[src/rtl/wb_commit_stage.sv]
// Dual-issue MEM/WB pipeline register with write-back commit logic.
// It resolves same-destination pairs, compacts single writes onto port 1, and counts retired instructions.
module wb_commit_stage #(
   parameter int DATA_W = 32,
   parameter int ADDR_W = 5,
   parameter int CNT_W  = 32
) (
   input  logic              clk,
   input  logic              rst,
   input  logic              stall,
   input  logic              flush,
   input  logic              l1_valid,
   input  logic              l1_regwrite,
   input  logic              l1_memtoreg,
   input  logic [ADDR_W-1:0] l1_rd,
   input  logic [DATA_W-1:0] l1_alu_result,
   input  logic [DATA_W-1:0] l1_mem_data,
   input  logic              l2_valid,
   input  logic              l2_regwrite,
   input  logic              l2_memtoreg,
   input  logic [ADDR_W-1:0] l2_rd,
   input  logic [DATA_W-1:0] l2_alu_result,
   input  logic [DATA_W-1:0] l2_mem_data,
   output logic              we1,
   output logic              we2,
   output logic [ADDR_W-1:0] writeRegister1,
   output logic [ADDR_W-1:0] writeRegister2,
   output logic [DATA_W-1:0] writeData1,
   output logic [DATA_W-1:0] writeData2,
   output logic [CNT_W-1:0]  retire_count
);

   typedef struct packed {
      logic              valid;
      logic              regwrite;
      logic              memtoreg;
      logic [ADDR_W-1:0] rd;
      logic [DATA_W-1:0] alu;
      logic [DATA_W-1:0] mem;
   } lane_t;

   lane_t            lane1_q, lane1_d;
   lane_t            lane2_q, lane2_d;
   logic [CNT_W-1:0] cnt_q, cnt_d;

   logic [DATA_W-1:0] res1, res2;
   logic              eff1, eff2;

   // NOTE: every always_comb output is given a default first, so no path can infer a latch.
   always_comb begin
      lane1_d = lane1_q;
      lane2_d = lane2_q;
      cnt_d   = cnt_q;
      if (flush) begin
         lane1_d.valid = 1'b0;
         lane2_d.valid = 1'b0;
      end else if (!stall) begin
         lane1_d = '{valid: l1_valid, regwrite: l1_regwrite, memtoreg: l1_memtoreg,
                     rd: l1_rd, alu: l1_alu_result, mem: l1_mem_data};
         lane2_d = '{valid: l2_valid, regwrite: l2_regwrite, memtoreg: l2_memtoreg,
                     rd: l2_rd, alu: l2_alu_result, mem: l2_mem_data};
         cnt_d   = cnt_q + {{(CNT_W-1){1'b0}}, l1_valid} + {{(CNT_W-1){1'b0}}, l2_valid};
      end
   end

   // NOTE: state registers use non-blocking assignments so all flops update together at the edge.
   always_ff @(posedge clk or posedge rst) begin
      if (rst) begin
         lane1_q <= '0;
         lane2_q <= '0;
         cnt_q   <= '0;
      end else begin
         lane1_q <= lane1_d;
         lane2_q <= lane2_d;
         cnt_q   <= cnt_d;
      end
   end

   assign res1 = lane1_q.memtoreg ? lane1_q.mem : lane1_q.alu;
   assign res2 = lane2_q.memtoreg ? lane2_q.mem : lane2_q.alu;
   assign eff1 = lane1_q.valid & lane1_q.regwrite & (|lane1_q.rd);
   assign eff2 = lane2_q.valid & lane2_q.regwrite & (|lane2_q.rd);

   // Port 2 is only honoured alongside port 1, so a lone write always uses port 1.
   always_comb begin
      we1            = 1'b0;
      we2            = 1'b0;
      writeRegister1 = '0;
      writeRegister2 = '0;
      writeData1     = '0;
      writeData2     = '0;
      case ({eff1, eff2})
         2'b11: begin
            we1 = 1'b1;
            if (lane1_q.rd == lane2_q.rd) begin
               writeRegister1 = lane2_q.rd;
               writeData1     = res2;
            end else begin
               writeRegister1 = lane1_q.rd;
               writeData1     = res1;
               we2            = 1'b1;
               writeRegister2 = lane2_q.rd;
               writeData2     = res2;
            end
         end
         2'b10: begin
            we1            = 1'b1;
            writeRegister1 = lane1_q.rd;
            writeData1     = res1;
         end
         2'b01: begin
            we1            = 1'b1;
            writeRegister1 = lane2_q.rd;
            writeData1     = res2;
         end
         default: ;
      endcase
   end

   assign retire_count = cnt_q;

endmodule

[config.mk]
export PLATFORM = sky130hd
export DESIGN_NAME = wb_commit_stage
export DESIGN_NICKNAME = d
export VERILOG_FILES = /design/src/rtl/wb_commit_stage.sv
export SDC_FILE = /design/constraint.sdc
export NUM_CORES = 1
export LEC_CHECK = 0
export CAP_MARGIN = 10
export CORE_UTILIZATION = 35
export CTS_CLUSTER_DIAMETER = 150
export DETAILED_ROUTE_END_ITERATION = 12
export GPL_ROUTABILITY_DRIVEN = 0
export HOLD_SLACK_MARGIN = 0.1
export PLACE_DENSITY = 0.7
export SETUP_SLACK_MARGIN = 0.3
export SLEW_MARGIN = 20
export SYNTH_ARGS = -nofsm -noshare
export SYNTH_HDL_FRONTEND = slang
export SYNTH_SLANG_ARGS = --single-unit
export TNS_END_PERCENT = 20
[constraint.sdc]
create_clock -name clk -period 6.4 [get_ports clk]
set_input_delay 1.28 -clock clk [delete_from_list [all_inputs] [get_ports clk]]
set_output_delay 1.28 -clock clk [all_outputs]
set_load 0.1 [all_outputs]
==> impl_metrics.csv, run 1 <==
group,metric,value,unit
clock_tree,numCtsBuffers,17,
clock_tree,holdBufCountCts,0,
timing,hold_viol,0,
yosys,yosysTopAreaCell,"dfrtp_1",
layout,final_util,50.5,%
route,routed_via_density,4.93,
worst_setup_path,required,5.12,ns
route,ant_nets,0,
clock_tree,clock_latency,0.43,ns
global_route,grt_pass1_vias,6046,
die,rows,56,
die,core-area,23800,um2
yosys,yosysTopAreaCellShare,51.5,%
clock_tree,post_cts_buffers,0,
die,initial_core_util,36.0,%
yosys,synth-seq-cells,176,
timing,max_freq,0.206,GHz
worst_setup_path,crit_fanout,29,
clock_tree,cts_sinks,176,
clock_tree,path_clk_slew,0.08,ns
timing,drv_slew,0,
global_route,overflow,0,
yosys,async_reset_ff_share,100,%
global_route,grt_first_pass_wirelength,34500,um
route,drt_iter0_drc,249,
hold_path,hold_class,"register to register",
job,max_cap_violations,0,
yosys,yosysWarnings,0,
clock_tree,cts.path.max_buffers,2,
worst_setup_path,worstSetupPathType,"register to output pin",
die,io_pins,256,
clock_tree,cts_tree,"built",
die,die_h,158,um
place,port_buffers,255,
timing,worst_slack,1.55,ns
timing,setup_tns,0,ns
timing,rsz0062_at_grt,"false",
die,die_w,158,um
global_route,grt_usage,18.3,%
timing,tightest_slew,1.02,ns
worst_setup_path,end_kind,"output pin",
layout,layout-drive-gt1-share,25.5,%
yosys,synth_cell_types,44,
route,wl_per_cell,18.6,um
clock_tree,ctsResizeCount,0,
timing,fin_crit_sh,75.7,%
yosys,synthFlopType,"dfrtp_1",
layout,syn2layout_area_growth,40.2,%
yosys,synth_area,8560,um2
timing,skew,0.0103,ns
yosys,synth_nets,790,
yosys,yosys-top-cells-area,"dfrtp_1 (51%), mux2_2 (18%), mux2i_1 (7.7%), o32ai_2 (5.7%), xnor2_1 (3.0%)",
worst_setup_path,reg2reg_from,"retire_count[0]$_DFFE_PP0P_",
route,wl,22600,um
yosys,synth-seq-area-share,51.5,%
outcome,status,"completed",
place,place_ws,1.99,ns
place,hpwlAfterDp,16100,um
yosys,synth_edf_count,0,
layout,fin_cells,1214,
timing,setup_viol,0,
route,drc,0,
route,first_pass_iters,5,
clock_tree,cts.htree.levels,4,
global_route,grt_max_degree,99,
power,p_leak,4.94,nW
power,p_per_area,281,nW/um2
global_route,antenna_found_initial,2,
layout,fin_nets,1032,
clock_tree,cts-root-buf,"clkbuf_16",
worst_setup_path,startpoint,"lane2_q[64]$_DFFE_PP0P_",
place,dp_cells,1182,
hold_path,hold_path_startpoint,"retire_count[21]$_DFFE_PP0P_",
yosys,syn_avg_cell_area,13.4,um2
yosys,synth_most_common_cell,"dfrtp_1",
timing,fin_crit,4.85,ns
yosys,synth_common_cells,"dfrtp_1 (176), mux2_2 (136), mux2i_1 (66)",
yosys,synth_cells,640,
worst_setup_path,arrival,3.57,ns
timing,slew_headroom,31.9,%
power,peakVddDrop,0.000148,V
layout,antenna_cells,0,
route,vias,5987,
worst_setup_path,cp-start-kind,"register",
die,fp.dieArea,25100,um2
flip-flops by register name, indices dropped and copies added (netlist names):
register	cells
lane1_q	72
lane2_q	72
retire_count	32
worst paths after layout:
| check | to | slack, ns | cells after the start |
|---|---|---|---|
| min | retire_count[21]$_DFFE_PP0P_ | 0.49 | 1 |
| max reg2reg | retire_count[14]$_DFFE_PP0P_ | 4.12 | 8 |
| max in group asynchronous | retire_count[26]$_DFFE_PP0P_ | 3.66 | 3 |
| min in group asynchronous | lane2_q[61]$_DFFE_PP0P_ | 1.39 | 2 |
| max | writeRegister1[0] | 1.55 | 6 |
| min reg2reg | retire_count[21]$_DFFE_PP0P_ | 0.49 | 1 |
cell type report:
class | instances | area, um2
Timing Repair Buffer | 265 | 2630
Sequential cell | 176 | 4410
Clock inverter | 14 | 191
Multi-Input combinational cell | 406 | 3870
Tap cell | 319 | 399
Fill cell | 2042 | 11800
Inverter | 16 | 65.1
Clock buffer | 18 | 439
cell usage in the layout (no fill, tap or decap), types with 5 or more instances in the layout:
cell / netlist / final
clkdlybuf4s50_1: 0 / 255
nand4_1: 13 / 13
mux2i_1: 66 / 66
nor2_1: 45 / 44
o21ai_0: 9 / 9
dfrtp_1: 176 / 174
buf_4: 9 / 10
inv_8: 0 / 5
inv_1: 15 / 14
clkbuf_16: 0 / 17
nand2_1: 17 / 17
o32ai_1: 5 / 5
nand3_1: 11 / 11
o32ai_2: 30 / 30
mux2_2: 136 / 136
xnor2_1: 29 / 29
and3_1: 10 / 10
xor2_1: 6 / 6
per-layer routing:
layer  routed length [um]  vias to the layer above  global-route usage, %
met5                   28                        -                      0
met4                  522                        4                   6.78
met3                 1330                       28                   4.87
met2                10800                      182                   29.5
met1                 9980                     2965                   23.6
li1                     -                     2808                      -
critical path: stages, from the launching register on:
cell	delay, ns
dfrtp_1	0.44
xnor2_1	0.23
nand4_2	0.24
o31ai_4	0.48
buf_4	0.56
o32ai_1	0.18
clkdlybuf4s50_1	1.00
report_power, final:
part	switching, W	internal (W)	total (W)	leakage, nW
sequential	0.000113	0.00126	0.00137	2.13
clock	0.000489	0.000609	0.00110	0.306
combinational	0.000537	0.000362	0.000899	2.50
per-stage QoR:
| stage | power [W] | hold WS, ns | cell area, um2 |
|---|---|---|---|
| after floorplan | 0.00202 | 0.480 | 8560 |
| after global placement | 0.00229 | 0.480 | 11400 |
| after detailed placement | 0.00231 | 0.467 | 11400 |
| after CTS | 0.00342 | 0.489 | 12000 |
| after global routing | 0.00353 | 0.513 | 12000 |
| final | 0.00337 | 0.490 | 12000 |
kinds of logic (layout without fill, tap and decap cells):
| group | count (synthesis) | count (layout) | share of synthesized area, % |
|---|---|---|---|
| simple gates | 115 | 115 | 7.52 |
| mux | 202 | 202 | 25.6 |
| xor+xnor | 35 | 35 | 3.58 |
| fa+ha+maj | 2 | 2 | 0.380 |
| compound gates | 52 | 52 | 7.81 |
| flops | 176 | 176 | 51.5 |
| buf+inv | 58 | 313 | 3.61 |
(Power assumes the default switching activity.)
==> run 2, diff against run 1 <==
--- a/config.mk
+++ b/config.mk
@@ -11,7 +11,7 @@
 export DETAILED_ROUTE_END_ITERATION = 12
 export GPL_ROUTABILITY_DRIVEN = 0
 export HOLD_SLACK_MARGIN = 0.1
-export PLACE_DENSITY = 0.7
+export PLACE_DENSITY = 0.67
 export SETUP_SLACK_MARGIN = 0.3
 export SLEW_MARGIN = 20
 export SYNTH_ARGS = -nofsm -noshare
==> constraint.sdc (replaced) <==
create_clock -name clk -period 5 [get_ports clk]
set_input_delay 1 -clock clk [delete_from_list [all_inputs] [get_ports clk]]
set_output_delay 1 -clock clk [all_outputs]
set_load 0.1 [all_outputs]
==> impl_metrics.csv, run 2 (synthesis results as in run 1) <==
group,metric,value,unit
clock_tree,ctsResizeCount,0,
worst_setup_path,cp-start-kind,"register",
layout,layout-drive-gt1-share,29.4,%
die,io_pins,256,
layout,fin_nets,1035,
worst_setup_path,end_kind,"output pin",
route,first_pass_iters,4,
route,wl_per_cell,18.7,um
timing,drv_slew,0,
timing,setup_tns,0,ns
timing,fin_crit,4.38,ns
global_route,grt_max_degree,72,
worst_setup_path,arrival,3.38,ns
power,clock_power_share,31.6,%
power,internal_power,0.00283,W
worst_setup_path,path_cells,"xnor2_1, nand4_2, o211ai_4, buf_4, nor2_1, clkdlybuf4s50_1",
clock_tree,holdBufCountCts,0,
worst_setup_path,required,4.00,ns
global_route,grt_usage,18.2,%
power,p_per_area,355,nW/um2
die,die_h,158,um
layout,nFillCells,2086,
layout,mostFrequentLayoutCell,"clkdlybuf4s50_1",
route,wl,22700,um
power,power.share.combinational,27.2,%
timing,fin_crit_sh,87.7,%
clock_tree,cts.path.max_buffers,2,
hold_path,hold_class,"register to register",
clock_tree,cts_sinks,176,
job,max_cap_violations,0,
worst_setup_path,critPathSlowestCell,"clkdlybuf4s50_1",
timing,setup_viol,0,
power,p_leak,5.01,nW
place,hpwlAfterDp,16100,um
place,place_ws,1.02,ns
clock_tree,path_clk_slew,0.07,ns
die,initial_core_util,36.0,%
layout,fin_cells,1218,
layout,syn2layout_area_growth,39.6,%
timing,rsz0062_at_grt,"false",
power,p_sw,0.00142,W
route,drc,0,
timing,skew,0.00854,ns
clock_tree,cts_tree,"built",
global_route,antenna_found_initial,3,
place,dp_cells,1185,
clock_tree,cts-root-buf,"clkbuf_16",
power,peakVddDrop,0.000200,V
place,port_buffers,255,
outcome,status,"completed",
die,fp.dieArea,25100,um2
route,vias,5976,
route,routed_via_density,4.91,
layout,final_cell_mix,"clkdlybuf4s50_1 (220), dfrtp_1 (174), mux2_2 (136)",
power,swShare,33.5,%
die,core-area,23800,um2
timing,worst_slack,0.616,ns
power,seqPwrFrac,41.2,%
clock_tree,clock_latency,0.42,ns
die,rows,56,
global_route,grt_first_pass_wirelength,34200,um
die,die_w,158,um
timing,max_freq,0.228,GHz
timing,slew_headroom,30.9,%
worst_setup_path,worstSetupPathType,"register to output pin",
global_route,grt_pass1_vias,6094,
worst_setup_path,crit_fanout,20,
clock_tree,cts.htree.levels,4,
route,drt_iter0_drc,228,
power,total_power,0.00425,W
global_route,overflow,0,
clock_tree,post_cts_buffers,0,
clock_tree,numCtsBuffers,17,
timing,hold_viol,0,
worst_setup_path,cpPeakStageDelay,0.98,ns
route,ant_nets,0,
timing,tightest_slew,1.03,ns
[run 2: cell count changes in the layout (fill, tap and decap cells not counted), moves of 3 or more]
cell,change
clkinv_4,-3
inv_6,+3
clkdlybuf4s50_1,-35
buf_4,+33
inv_8,-3
buf_12,+5
[run 2: worst max-delay path: cells and delay by family, from the launching register on]
kind	cells	cell delay (ns)
DFF	1	0.45
buffers and inverters	2	1.38
xor gates and xnor gates	1	0.22
and+or+nand+nor	2	0.30
AOI/OAI and AO/OA	1	0.59
[run 2: power groups by stage]
stage	sequential [W]	combinational (W)	clock, W
2_1_floorplan	0.00189	0.000698	0
3_3_place_gp	0.00177	0.00116	0
3_5_place_dp	0.00178	0.00117	0
4_1_cts	0.00175	0.00117	0.00138
5_1_grt	0.00178	0.00122	0.00144
6_report	0.00175	0.00116	0.00134
[run 2: layout make-up]
type | count | area (um2) | area share (%)
clock inverters | 13 | 151 | 1.27
well taps | 319 | 399 | 3.34
clock buffers | 18 | 429 | 3.59
inverters | 16 | 63.8 | 0.534
diodes | 2 | 5.00 | 0.0419
repair buffers | 268 | 2630 | 22.0
multi-input cells | 406 | 3870 | 32.4
flip-flops and latches | 176 | 4410 | 36.9
[run 2: worst paths after layout]
| path | from | slack [ns] | cells after the start | end |
|---|---|---|---|---|
| min in group asynchronous | rst | 1.12 | 2 | lane1_q[58]$_DFFE_PP0P_ |
| setup / recovery | lane2_q[64]$_DFFE_PP0P_ | 0.62 | 6 | writeData2[15] |
| setup reg to reg | retire_count[0]$_DFFE_PP0P_ | 2.68 | 8 | retire_count[14]$_DFFE_PP0P_ |
| max in group asynchronous | rst | 3.02 | 3 | lane2_q[69]$_DFFE_PP0P_ |
| hold reg to reg | retire_count[31]$_DFFE_PP0P_ | 0.49 | 1 | retire_count[31]$_DFFE_PP0P_ |
| hold / removal | retire_count[31]$_DFFE_PP0P_ | 0.49 | 1 | retire_count[31]$_DFFE_PP0P_ |
[run 2: metrics by stage]
step                hold WS (ns)  utilization [%]  area, um2
floorplan                  0.480                -       8560
global placement           0.480             47.8      11400
detailed placement         0.487             47.8      11400
CTS                        0.501             50.3      11900
global route               0.507             50.3      11900
finish                     0.495             50.3      11900
[run 2: per-layer routing]
layer | up-vias | global-route usage, % | wire [um]
met5 | - | 0 | 0
li1 | 2798 | - | -
met2 | 166 | 29.4 | 10900
met1 | 2995 | 23.1 | 9850
met3 | 17 | 5.80 | 1700
met4 | 0 | 5.45 | 320
